$ cat src/rtl/fifo_showahead_if.sv
// Request/flag bundle between a fifo_showahead instance and its producer/consumer.
// The master modport is the client side, and the slave modport is the FIFO side.
interface fifo_showahead_if #(
   parameter int DWIDTH = 8,
   parameter int AWIDTH = 4
);
   logic [DWIDTH-1:0] data_i;
   logic              wrreq_i;
   logic              rdreq_i;
   logic [DWIDTH-1:0] q_o;
   logic              empty_o;
   logic              full_o;
   logic [AWIDTH:0]   usedw_o;
   logic              almost_full_o;
   logic              almost_empty_o;
   logic              ovf_o;
   logic              udf_o;

   modport master (
      output data_i, wrreq_i, rdreq_i,
      input  q_o, empty_o, full_o, usedw_o, almost_full_o, almost_empty_o, ovf_o, udf_o
   );

   modport slave (
      input  data_i, wrreq_i, rdreq_i,
      output q_o, empty_o, full_o, usedw_o, almost_full_o, almost_empty_o, ovf_o, udf_o
   );
endinterface

$ cat src/rtl/fifo_showahead.sv
// Single-clock FIFO on a registered-read RAM with occupancy flags and optional show-ahead prefetch.
// Define FIFO_ERR_FLAGS_EN to build the sticky overflow/underflow flags; otherwise ovf_o/udf_o are tied low.
module fifo_showahead #(
   parameter int DWIDTH             = 8,
   parameter int AWIDTH             = 4,
   parameter int SHOWAHEAD          = 1,
   parameter int ALMOST_FULL_VALUE  = 12,
   parameter int ALMOST_EMPTY_VALUE = 4
) (
   input logic             clk_i,
   input logic             rst_n_i,
   fifo_showahead_if.slave bus
);
   localparam int              DEPTH    = 2**AWIDTH;
   localparam logic [AWIDTH:0] FULL_LVL = (AWIDTH+1)'(DEPTH);
   localparam logic [AWIDTH:0] AF_LVL   = (AWIDTH+1)'(ALMOST_FULL_VALUE);
   localparam logic [AWIDTH:0] AE_LVL   = (AWIDTH+1)'(ALMOST_EMPTY_VALUE);
   localparam logic [AWIDTH:0] CNT_ONE  = (AWIDTH+1)'(1);
   localparam logic [AWIDTH-1:0] PTR_ONE = AWIDTH'(1);

   typedef enum logic [1:0] {
      ST_EMPTY,
      ST_FETCH,
      ST_VALID
   } state_e;

   logic [DWIDTH-1:0] mem [DEPTH];

   logic [AWIDTH-1:0] wrptr_q, wrptr_d;
   logic [AWIDTH-1:0] rdptr_q, rdptr_d;
   logic [AWIDTH:0]   usedw_q, usedw_d;
   logic [DWIDTH-1:0] q_q, q_d;
   state_e            state_q, state_d;

   logic              empty;
   logic              full;
   logic              wr_accept;
   logic              rd_accept;
   logic              q_load;
   logic [AWIDTH-1:0] rd_addr;

   assign full      = (usedw_q == FULL_LVL);
   assign wr_accept = bus.wrreq_i && !full;
   assign rd_accept = bus.rdreq_i && !empty;

   always_ff @(posedge clk_i or negedge rst_n_i) begin
      if (!rst_n_i) begin
         state_q <= ST_EMPTY;
      end else begin
         state_q <= state_d;
      end
   end

   // A pop that leaves no stored word falls back to EMPTY so the next write re-primes through FETCH.
   always_comb begin
      state_d = state_q;
      if (SHOWAHEAD != 0) begin
         unique case (state_q)
            ST_EMPTY: if (usedw_q != '0) state_d = ST_FETCH;
            ST_FETCH: state_d = ST_VALID;
            ST_VALID: if (rd_accept && (usedw_q == CNT_ONE)) state_d = ST_EMPTY;
            default:  state_d = ST_EMPTY;
         endcase
      end
   end

   always_comb begin
      empty   = 1'b1;
      q_load  = 1'b0;
      rd_addr = rdptr_q;
      if (SHOWAHEAD != 0) begin
         unique case (state_q)
            ST_EMPTY: q_load = (usedw_q != '0);
            ST_FETCH: q_load = 1'b0;
            ST_VALID: begin
               empty = 1'b0;
               if (bus.rdreq_i && (usedw_q > CNT_ONE)) begin
                  q_load  = 1'b1;
                  rd_addr = rdptr_q + PTR_ONE;
               end
            end
            default: empty = 1'b1;
         endcase
      end else begin
         empty  = (usedw_q == '0);
         q_load = bus.rdreq_i && (usedw_q != '0);
      end
   end

   always_comb begin
      wrptr_d = wr_accept ? (wrptr_q + PTR_ONE) : wrptr_q;
      rdptr_d = rd_accept ? (rdptr_q + PTR_ONE) : rdptr_q;
      usedw_d = usedw_q;
      unique case ({wr_accept, rd_accept})
         2'b10:   usedw_d = usedw_q + CNT_ONE;
         2'b01:   usedw_d = usedw_q - CNT_ONE;
         default: usedw_d = usedw_q;
      endcase
      q_d = q_load ? mem[rd_addr] : q_q;
   end

   always_ff @(posedge clk_i or negedge rst_n_i) begin
      if (!rst_n_i) begin
         wrptr_q <= '0;
         rdptr_q <= '0;
         usedw_q <= '0;
         q_q     <= '0;
      end else begin
         wrptr_q <= wrptr_d;
         rdptr_q <= rdptr_d;
         usedw_q <= usedw_d;
         q_q     <= q_d;
      end
   end

   // Storage is deliberately not reset; the write is gated so a write racing reset never lands.
   always_ff @(posedge clk_i) begin
      if (rst_n_i && wr_accept) begin
         mem[wrptr_q] <= bus.data_i;
      end
   end

`ifdef FIFO_ERR_FLAGS_EN
   logic ovf_q, ovf_d;
   logic udf_q, udf_d;

   always_comb begin
      ovf_d = ovf_q | (bus.wrreq_i & full);
      udf_d = udf_q | (bus.rdreq_i & empty);
   end

   always_ff @(posedge clk_i or negedge rst_n_i) begin
      if (!rst_n_i) begin
         ovf_q <= 1'b0;
         udf_q <= 1'b0;
      end else begin
         ovf_q <= ovf_d;
         udf_q <= udf_d;
      end
   end

   assign bus.ovf_o = ovf_q;
   assign bus.udf_o = udf_q;
`else
   assign bus.ovf_o = 1'b0;
   assign bus.udf_o = 1'b0;
`endif

   assign bus.q_o            = q_q;
   assign bus.empty_o        = empty;
   assign bus.full_o         = full;
   assign bus.usedw_o        = usedw_q;
   assign bus.almost_full_o  = (usedw_q >= AF_LVL);
   assign bus.almost_empty_o = (usedw_q < AE_LVL);
endmodule

$ cat src/flat_wrapper.sv
// flat-port wrapper written by rule: the top's interface ports become plain ports
module fifo_showahead_flat 
#(
   parameter int DWIDTH             = 8,
   parameter int AWIDTH             = 4,
   parameter int SHOWAHEAD          = 1,
   parameter int ALMOST_FULL_VALUE  = 12,
   parameter int ALMOST_EMPTY_VALUE = 4
)
  (clk_i, rst_n_i, bus_data_i, bus_wrreq_i, bus_rdreq_i, bus_q_o, bus_empty_o, bus_full_o, bus_usedw_o, bus_almost_full_o, bus_almost_empty_o, bus_ovf_o, bus_udf_o);
  fifo_showahead_if #(.DWIDTH(DWIDTH), .AWIDTH(AWIDTH)) bus_i ();
  input logic clk_i;
  input logic rst_n_i;
  input wire logic [$bits(bus_i.data_i)-1:0] bus_data_i;
  input wire logic [$bits(bus_i.wrreq_i)-1:0] bus_wrreq_i;
  input wire logic [$bits(bus_i.rdreq_i)-1:0] bus_rdreq_i;
  output wire logic [$bits(bus_i.q_o)-1:0] bus_q_o;
  output wire logic [$bits(bus_i.empty_o)-1:0] bus_empty_o;
  output wire logic [$bits(bus_i.full_o)-1:0] bus_full_o;
  output wire logic [$bits(bus_i.usedw_o)-1:0] bus_usedw_o;
  output wire logic [$bits(bus_i.almost_full_o)-1:0] bus_almost_full_o;
  output wire logic [$bits(bus_i.almost_empty_o)-1:0] bus_almost_empty_o;
  output wire logic [$bits(bus_i.ovf_o)-1:0] bus_ovf_o;
  output wire logic [$bits(bus_i.udf_o)-1:0] bus_udf_o;
  assign bus_i.data_i = bus_data_i;
  assign bus_i.wrreq_i = bus_wrreq_i;
  assign bus_i.rdreq_i = bus_rdreq_i;
  assign bus_q_o = bus_i.q_o;
  assign bus_empty_o = bus_i.empty_o;
  assign bus_full_o = bus_i.full_o;
  assign bus_usedw_o = bus_i.usedw_o;
  assign bus_almost_full_o = bus_i.almost_full_o;
  assign bus_almost_empty_o = bus_i.almost_empty_o;
  assign bus_ovf_o = bus_i.ovf_o;
  assign bus_udf_o = bus_i.udf_o;
  fifo_showahead #(.DWIDTH(DWIDTH), .AWIDTH(AWIDTH), .SHOWAHEAD(SHOWAHEAD), .ALMOST_FULL_VALUE(ALMOST_FULL_VALUE), .ALMOST_EMPTY_VALUE(ALMOST_EMPTY_VALUE)) u_core (.clk_i(clk_i), .rst_n_i(rst_n_i), .bus(bus_i));
endmodule
$ cat config.mk
export PLATFORM = sky130hd
export DESIGN_NAME = fifo_showahead_flat
export DESIGN_NICKNAME = d
export VERILOG_FILES = /design/src/rtl/fifo_showahead_if.sv /design/src/rtl/fifo_showahead.sv /design/src/flat_wrapper.sv
export SDC_FILE = /design/constraint.sdc
export NUM_CORES = 1
export LEC_CHECK = 0
export ABC_CLOCK_PERIOD_IN_PS = 6600
export BUFFER_PORTS_ARGS = -buffer_cell sky130_fd_sc_hd__buf_2
export CAP_MARGIN = 20
export CORE_MARGIN = 4
export CORE_UTILIZATION = 66
export DETAILED_ROUTE_END_ITERATION = 8
export HOLD_SLACK_MARGIN = 0.08
export PLACE_DENSITY = 0.95
export SETUP_SLACK_MARGIN = 0.4
export SKIP_LAST_GASP = 1
export SYNTH_ARGS = -nofsm -noshare
export SYNTH_HDL_FRONTEND = slang
export SYNTH_SLANG_ARGS = --single-unit
export TNS_END_PERCENT = 5
$ cat constraint.sdc
create_clock -name clk_i -period 6.6 [get_ports clk_i]
set_input_delay 0.33 -clock clk_i [delete_from_list [all_inputs] [get_ports clk_i]]
set_output_delay 0.33 -clock clk_i [all_outputs]
set_load 0.02 [all_outputs]
# After elaboration in Yosys (flattened, before gate mapping)
# Memory sizes are Yosys's and may differ from the RTL's. A register that Yosys moved wholly into a read port is not among the register bits.
# Cells that the tools add are included.
dict set report op_classes {
  add_sub_neg 4
  order_cmp 3
  n_eq_ne 8
  muxes 11
  n_reduce_logical 11
}
# op count
set op_table {}
lappend op_table {{case mux 5 bit (2 select lines)} 1}
lappend op_table {{adder 4 x 1 -> 4 bit (second input constant)} 2}
lappend op_table {{2-to-1 mux 4 bit} 2}
lappend op_table {{case mux 2 bit (3 select lines)} 1}
lappend op_table {{adder 5 x 1 -> 5 bit (second input constant)} 1}
lappend op_table {{== test 5 x 1 -> 1 bit (second input constant)} 1}
lappend op_table {{== test 5 bit (second input constant)} 1}
lappend op_table {{>= comparator 5 x 4 -> 1 bit (second input constant)} 1}
lappend op_table {{greater-than comparator 5 x 1 -> 1 bit (second input constant)} 1}
lappend op_table {{logical AND 1 bit} 5}
lappend op_table {{< comparator 5 x 3 -> 1 bit (second input constant)} 1}
lappend op_table {{nonzero test 5 bit} 1}
lappend op_table {{subtractor 5 x 1 -> 5 bit (second input constant)} 1}
lappend op_table {{== test 2 x 1 -> 1 bit (second input constant)} 2}
lappend op_table {{== test 2 bit (second input constant)} 2}
lappend op_table {{2-to-1 mux 1 bit} 4}
lappend op_table {{2-to-1 mux 2 bit} 2}
lappend op_table {{zero test 1 bit} 2}
lappend op_table {{zero test 2 bit} 1}
lappend op_table {{inequality test 2 x 1 -> 1 bit (second input constant)} 1}
lappend op_table {{inequality test 2 bit (second input constant)} 1}
lappend op_table {{case mux 1 bit (2 select lines)} 1}
lappend op_table {{AND reduction 2 bit} 1}
lappend op_table {{nonzero test 2 bit} 1}
dict set report totals {
  reg_bits 15
  ramBits 128
  input_bits 12
  output_inout_bits 19
  word_cells 42
  memories 1
}
# memory words word_bits rd rd_ports_with_merged_regs write_ports line_no
set memory_table {}
lappend memory_table {u_core.mem 16 8 1 1 1 fifo_showahead.sv:27} ;# logic [DWIDTH-1:0] mem [DEPTH];

# Logic depth before layout (Yosys ltp)
dict set report logic_depth {
  ltp_word 6
  mapped_depth 12
  depth_no_buf 10
}

# Worst setup path after synthesis
# No wires, ideal clock.
dict set report synth_timing {
  kind {register -> register}
  startpoint {reg u_core.usedw_q[1], in the netlist u_core.bus.usedw_o[1]}
  endpoint {reg u_core.q_q[3], in the netlist u_core.bus.q_o[3], read port of u_core.mem}
  setup_time_ns 0.121
  arrival_time_ns 2.450
  t_required_ns 6.479
  path_slack_ns 4.029
  path_stages_with_launch 10
  n_path_buf 1
  period_less_slack_ns 2.571
  path_cell_list {dfrtp_1 -> inv_1 -> ha_1 -> o21bai_4 -> a32oi_1 -> nand2_2 -> buf_2 -> a2111oi_0 -> o21ai_0 -> and4b_1}
}
dict set report synth_between {
  elab_chain_len 4
  word_cells_on_any_way 7
  classes_between {1 x order compare; 4 x mux; 2 x reduce/logical}
}
# item line_no
set synth_rtl {}
lappend synth_rtl {{start, declared} fifo_showahead.sv:31} ;# logic [AWIDTH:0] usedw_q, usedw_d;
lappend synth_rtl {{start signal, assigned} fifo_showahead.sv:111} ;# usedw_q <= usedw_d;
lappend synth_rtl {{greater-than comparator 5 x 1 -> 1 bit} fifo_showahead.sv:77} ;# if (bus.rdreq_i && (usedw_q > CNT_ONE)) begin
lappend synth_rtl {{logical AND 1 bit} fifo_showahead.sv:77}
lappend synth_rtl {{2-to-1 mux 1 bit or 2-to-1 mux 4 bit (tied branches)} fifo_showahead.sv:77}
lappend synth_rtl {{case mux 1 bit (2 select lines) or 2-to-1 mux 4 bit (tied branches)} fifo_showahead.sv:72} ;# unique case (state_q)
lappend synth_rtl {{end, declared} fifo_showahead.sv:32} ;# logic [DWIDTH-1:0] q_q, q_d;
# Parallel ways exist; a longest one is shown, timed or not.
# A chain may end at the register's enable or synchronous reset.

# Worst setup path in the final report
dict set report layout_timing {
  startpoint {reg u_core.usedw_q[1], in the netlist u_core.bus.usedw_o[1]}
  endpoint {reg u_core.q_q[5], in the netlist u_core.bus.q_o[5], read port of u_core.mem}
}
# Same word-level chain as after synthesis.

==> out/results.txt <==
Iter 0 DRT Violations -> 787
GP Congestion -> 0.940
CP Max Fanout -> 26
Filler cells -> 515
Reg clk slew, reported paths -> 60 ps
Tcrit/Tclk final -> 64.6%
Final hold violation count -> 0
Slowest cell delay on critical path -> 980 ps
CP max stage cell -> a32oi_1
First-pass DRT Iterations -> 8
Critical Path Sink Type -> flop
Antenna Violating Nets Remaining -> 0
Pin count of the biggest net entering global routing -> 28
Finished Layout Cells -> 624
Seq/Total Area, Yosys -> 67.0%
Final core utilization -> 75.0%
Total negative setup slack -> 0 ps
Fmax -> 235 MHz
FF-to-FF Start -> u_core.bus.usedw_o[1]$_DFFE_PN0P_
Cell Chain, Critical Path -> inv_1 > ha_1 > o21bai_4 > a32oi_1 > nand2_2 > nor3_1 > a221oi_1 > and4b_1
Std cell rows -> 36
Worst Setup SP -> u_core.bus.usedw_o[1]$_DFFE_PN0P_
PwrDens -> 481 mW/mm2
Post-DP HPWL -> 10.1 mm
Via count -> 4498
Register-to-Register Path Depth -> 8
Slew @ Worst Pin -> 1180 ps
Min-Delay Startpoint -> bus_rdreq_i
RSZ-0062 raised after global routing -> false
Post-CTS Resized -> 0
Core ar. -> 0.00973 mm2
WHS Path Cells -> 3
Fin nets -> 500
Clk sinks -> 151
Post-CTS setup buffer count -> 0
Synth Cell Area -> 0.00659 mm2
Num CTS Buffers -> 17
Peak supply drop -> 0.000279 V
Initial antenna violation count -> 0
Share of cells above drive strength 1 -> 17.3%
Max-slew violation count -> 0
Critical path data required time -> 7020 ps
CTS max path bufs -> 2
Outcome -> completed
Synth top area cells -> edfxtp_1 58%, dfrtp_1 8.7%, mux2i_1 2.1%
Die H -> 108 um
Post-layout min period -> 4260 ps
Average size of a mapped cell -> 14.5 um2
Placed Instances -> 591
Clock Skew -> 8.29 ps
Comb pwr share -> 37.7%
CP arrival -> 4680 ps
Cells after Synth -> 454
Post-synth top area share -> 58.3%
Die Wd -> 108 um
Netlist cell types -> 60
Number of vias per cell -> 7.21
Synth top cells by count -> 128 x edfxtp_1, 33 x nor2_1, 23 x dfrtp_1
Fin area -> 0.00730 mm2
Post-synth EDFFs -> 128
Commonest register cell after synthesis -> edfxtp_1
Mean routed wirelength per cell -> 26.3 um
Drt total wl -> 16.4 mm
Clock latency on the worst-skew pair -> 540 ps
Hold Buf Count CTS -> 1
Psw -> 1.37 mW
CP Class -> flop to flop
#FFs+latches synth -> 151
Vias in the first global route -> 4351
Post-synth top area cell -> edfxtp_1
Ys Warns -> 0
Top Ports -> 31
Leakage -> 2.60 nW
Global Route Usage Sum -> 30.4%
DRC -> 0
Most common cell in the netlist -> edfxtp_1
# diodes -> 0
Final setup vio count -> 0
Post-synth ARST share -> 15.2%
First-pass GRT wire length -> 25.5 mm
Initial Util -> 67.8%
Layout area overhead -> 10.7%
Seq pwr share -> 37.0%
Sw Share -> 39.0%
Max Cap Viol -> 0
CTS tree -> yes
H-tree levels -> 4
CTS root buf -> clkbuf_8
Die ar. -> 0.0117 mm2
Tot Pwr -> 3.52 mW
Hold Crit Class -> input port to flop
PortBufs -> 28
Cell Int Power -> 2.14 mW
Cell Area, Placed -> 0.00675 mm2
Worst rel slew slack -> 21.4%
Clock power frac -> 25.3%
Startpoint types -> flop
Total congestion overflow -> 0
==> cell families (layout without fill, tap and decap cells) <==
logic type | Yosys count | after routing | share of synthesized area (%)
buf+inv | 37 | 73 | 3.09
xor+xnor | 12 | 12 | 1.59
compound gates | 106 | 106 | 12.4
simple gates | 109 | 109 | 9.11
fa+ha+maj | 10 | 10 | 1.90
other cells | 1 | 2 | 0.0569
flops | 151 | 151 | 67.0
mux | 28 | 28 | 4.86
==> power by group through the flow <==
stage,combinational [mW],sequential (mW),clock (mW)
6_report,1.32,1.30,0.890
5_1_grt,1.40,1.30,0.932
3_5_place_dp,1.25,1.30,0
4_1_cts,1.29,1.29,0.890
3_3_place_gp,1.16,1.29,0
2_1_floorplan,0.956,1.30,0
==> stage by stage <==
stage	hold slack [ps]	setup slack [ps]
floorplan	34.4	4030
global placement	363	3190
detailed placement	366	2640
CTS	172	2520
global route	181	2250
finish	198	2340
==> metal layers <==
layer	part of all wire [%]	up-vias	track usage [%]
met5	0	-	0
met3	13	103	9.61
met2	46	465	45.5
met1	35	2104	40.1
li1	-	1826	-
met4	5.1	0	16.3
==> worst max-delay path: cells and delay by family (launching register included) <==
kind	cells	cell delay [ps]
adder cells (fa/ha/maj)	1	260
AND/OR/NAND/NOR	3	1730
buffers and inverters	1	150
AO/OA/AOI/OAI	3	1450
flip-flops	1	540
==> worst paths after layout <==
kind / end / slack (ps)
max: u_core.bus.q_o[5]$_DFFE_PN0P_ / 2340
min: u_core.state_q[1]$_DFFE_PN0P_ / 200
max reg2reg: u_core.bus.q_o[5]$_DFFE_PN0P_ / 2340
min reg2reg: u_core.state_q[1]$_DFFE_PN0P_ / 630
max in group asynchronous: u_core.bus.q_o[4]$_DFFE_PN0P_ / 5820
min in group asynchronous: u_core.wrptr_q[3]$_DFFE_PN0P_ / 360
==> sequential cells by signal, summed over array words and instances, names as in the netlist <==
signal / count
u_core.bus.q_o: 8
u_core.bus.usedw_o: 5
u_core.mem: 128
u_core.rdptr_q: 4
u_core.state_q: 2
u_core.wrptr_q: 4
==> layout make-up <==
cell class / instances / area, um2 / share of cell area (%)
sequential: 151 / 4420 / 60.5
multi-input combinational: 267 / 1970 / 27.0
clock buffer: 21 / 439 / 6.02
tap: 133 / 166 / 2.28
timing repair buffer: 30 / 158 / 2.16
clock inverter: 11 / 101 / 1.39
inverter: 11 / 43.8 / 0.600
==> cell usage in the layout, fill, tap and decap left out, types with 3 or more instances in the layout <==
master / n
a211o_1: 3
inv_1: 10
nand3_1: 13
nand2_1: 15
xnor2_1: 9
nor2_1: 33
a22oi_1: 3
mux2i_1: 14
xor2_1: 3
and3_1: 19
ha_1: 10
nor3_1: 3
and4b_1: 8
a2111oi_0: 13
buf_2: 28
clkinv_2: 4
edfxtp_1: 128
dfrtp_1: 23
clkbuf_16: 16
o21ai_0: 19
a21oi_1: 6
a221oi_1: 6
and2_1: 3
o22ai_1: 6
a21boi_0: 12
a32oi_1: 3
mux2_2: 12
a211oi_1: 17
clkbuf_1: 3
clkinv_4: 4
(Power assumes the default switching activity.)
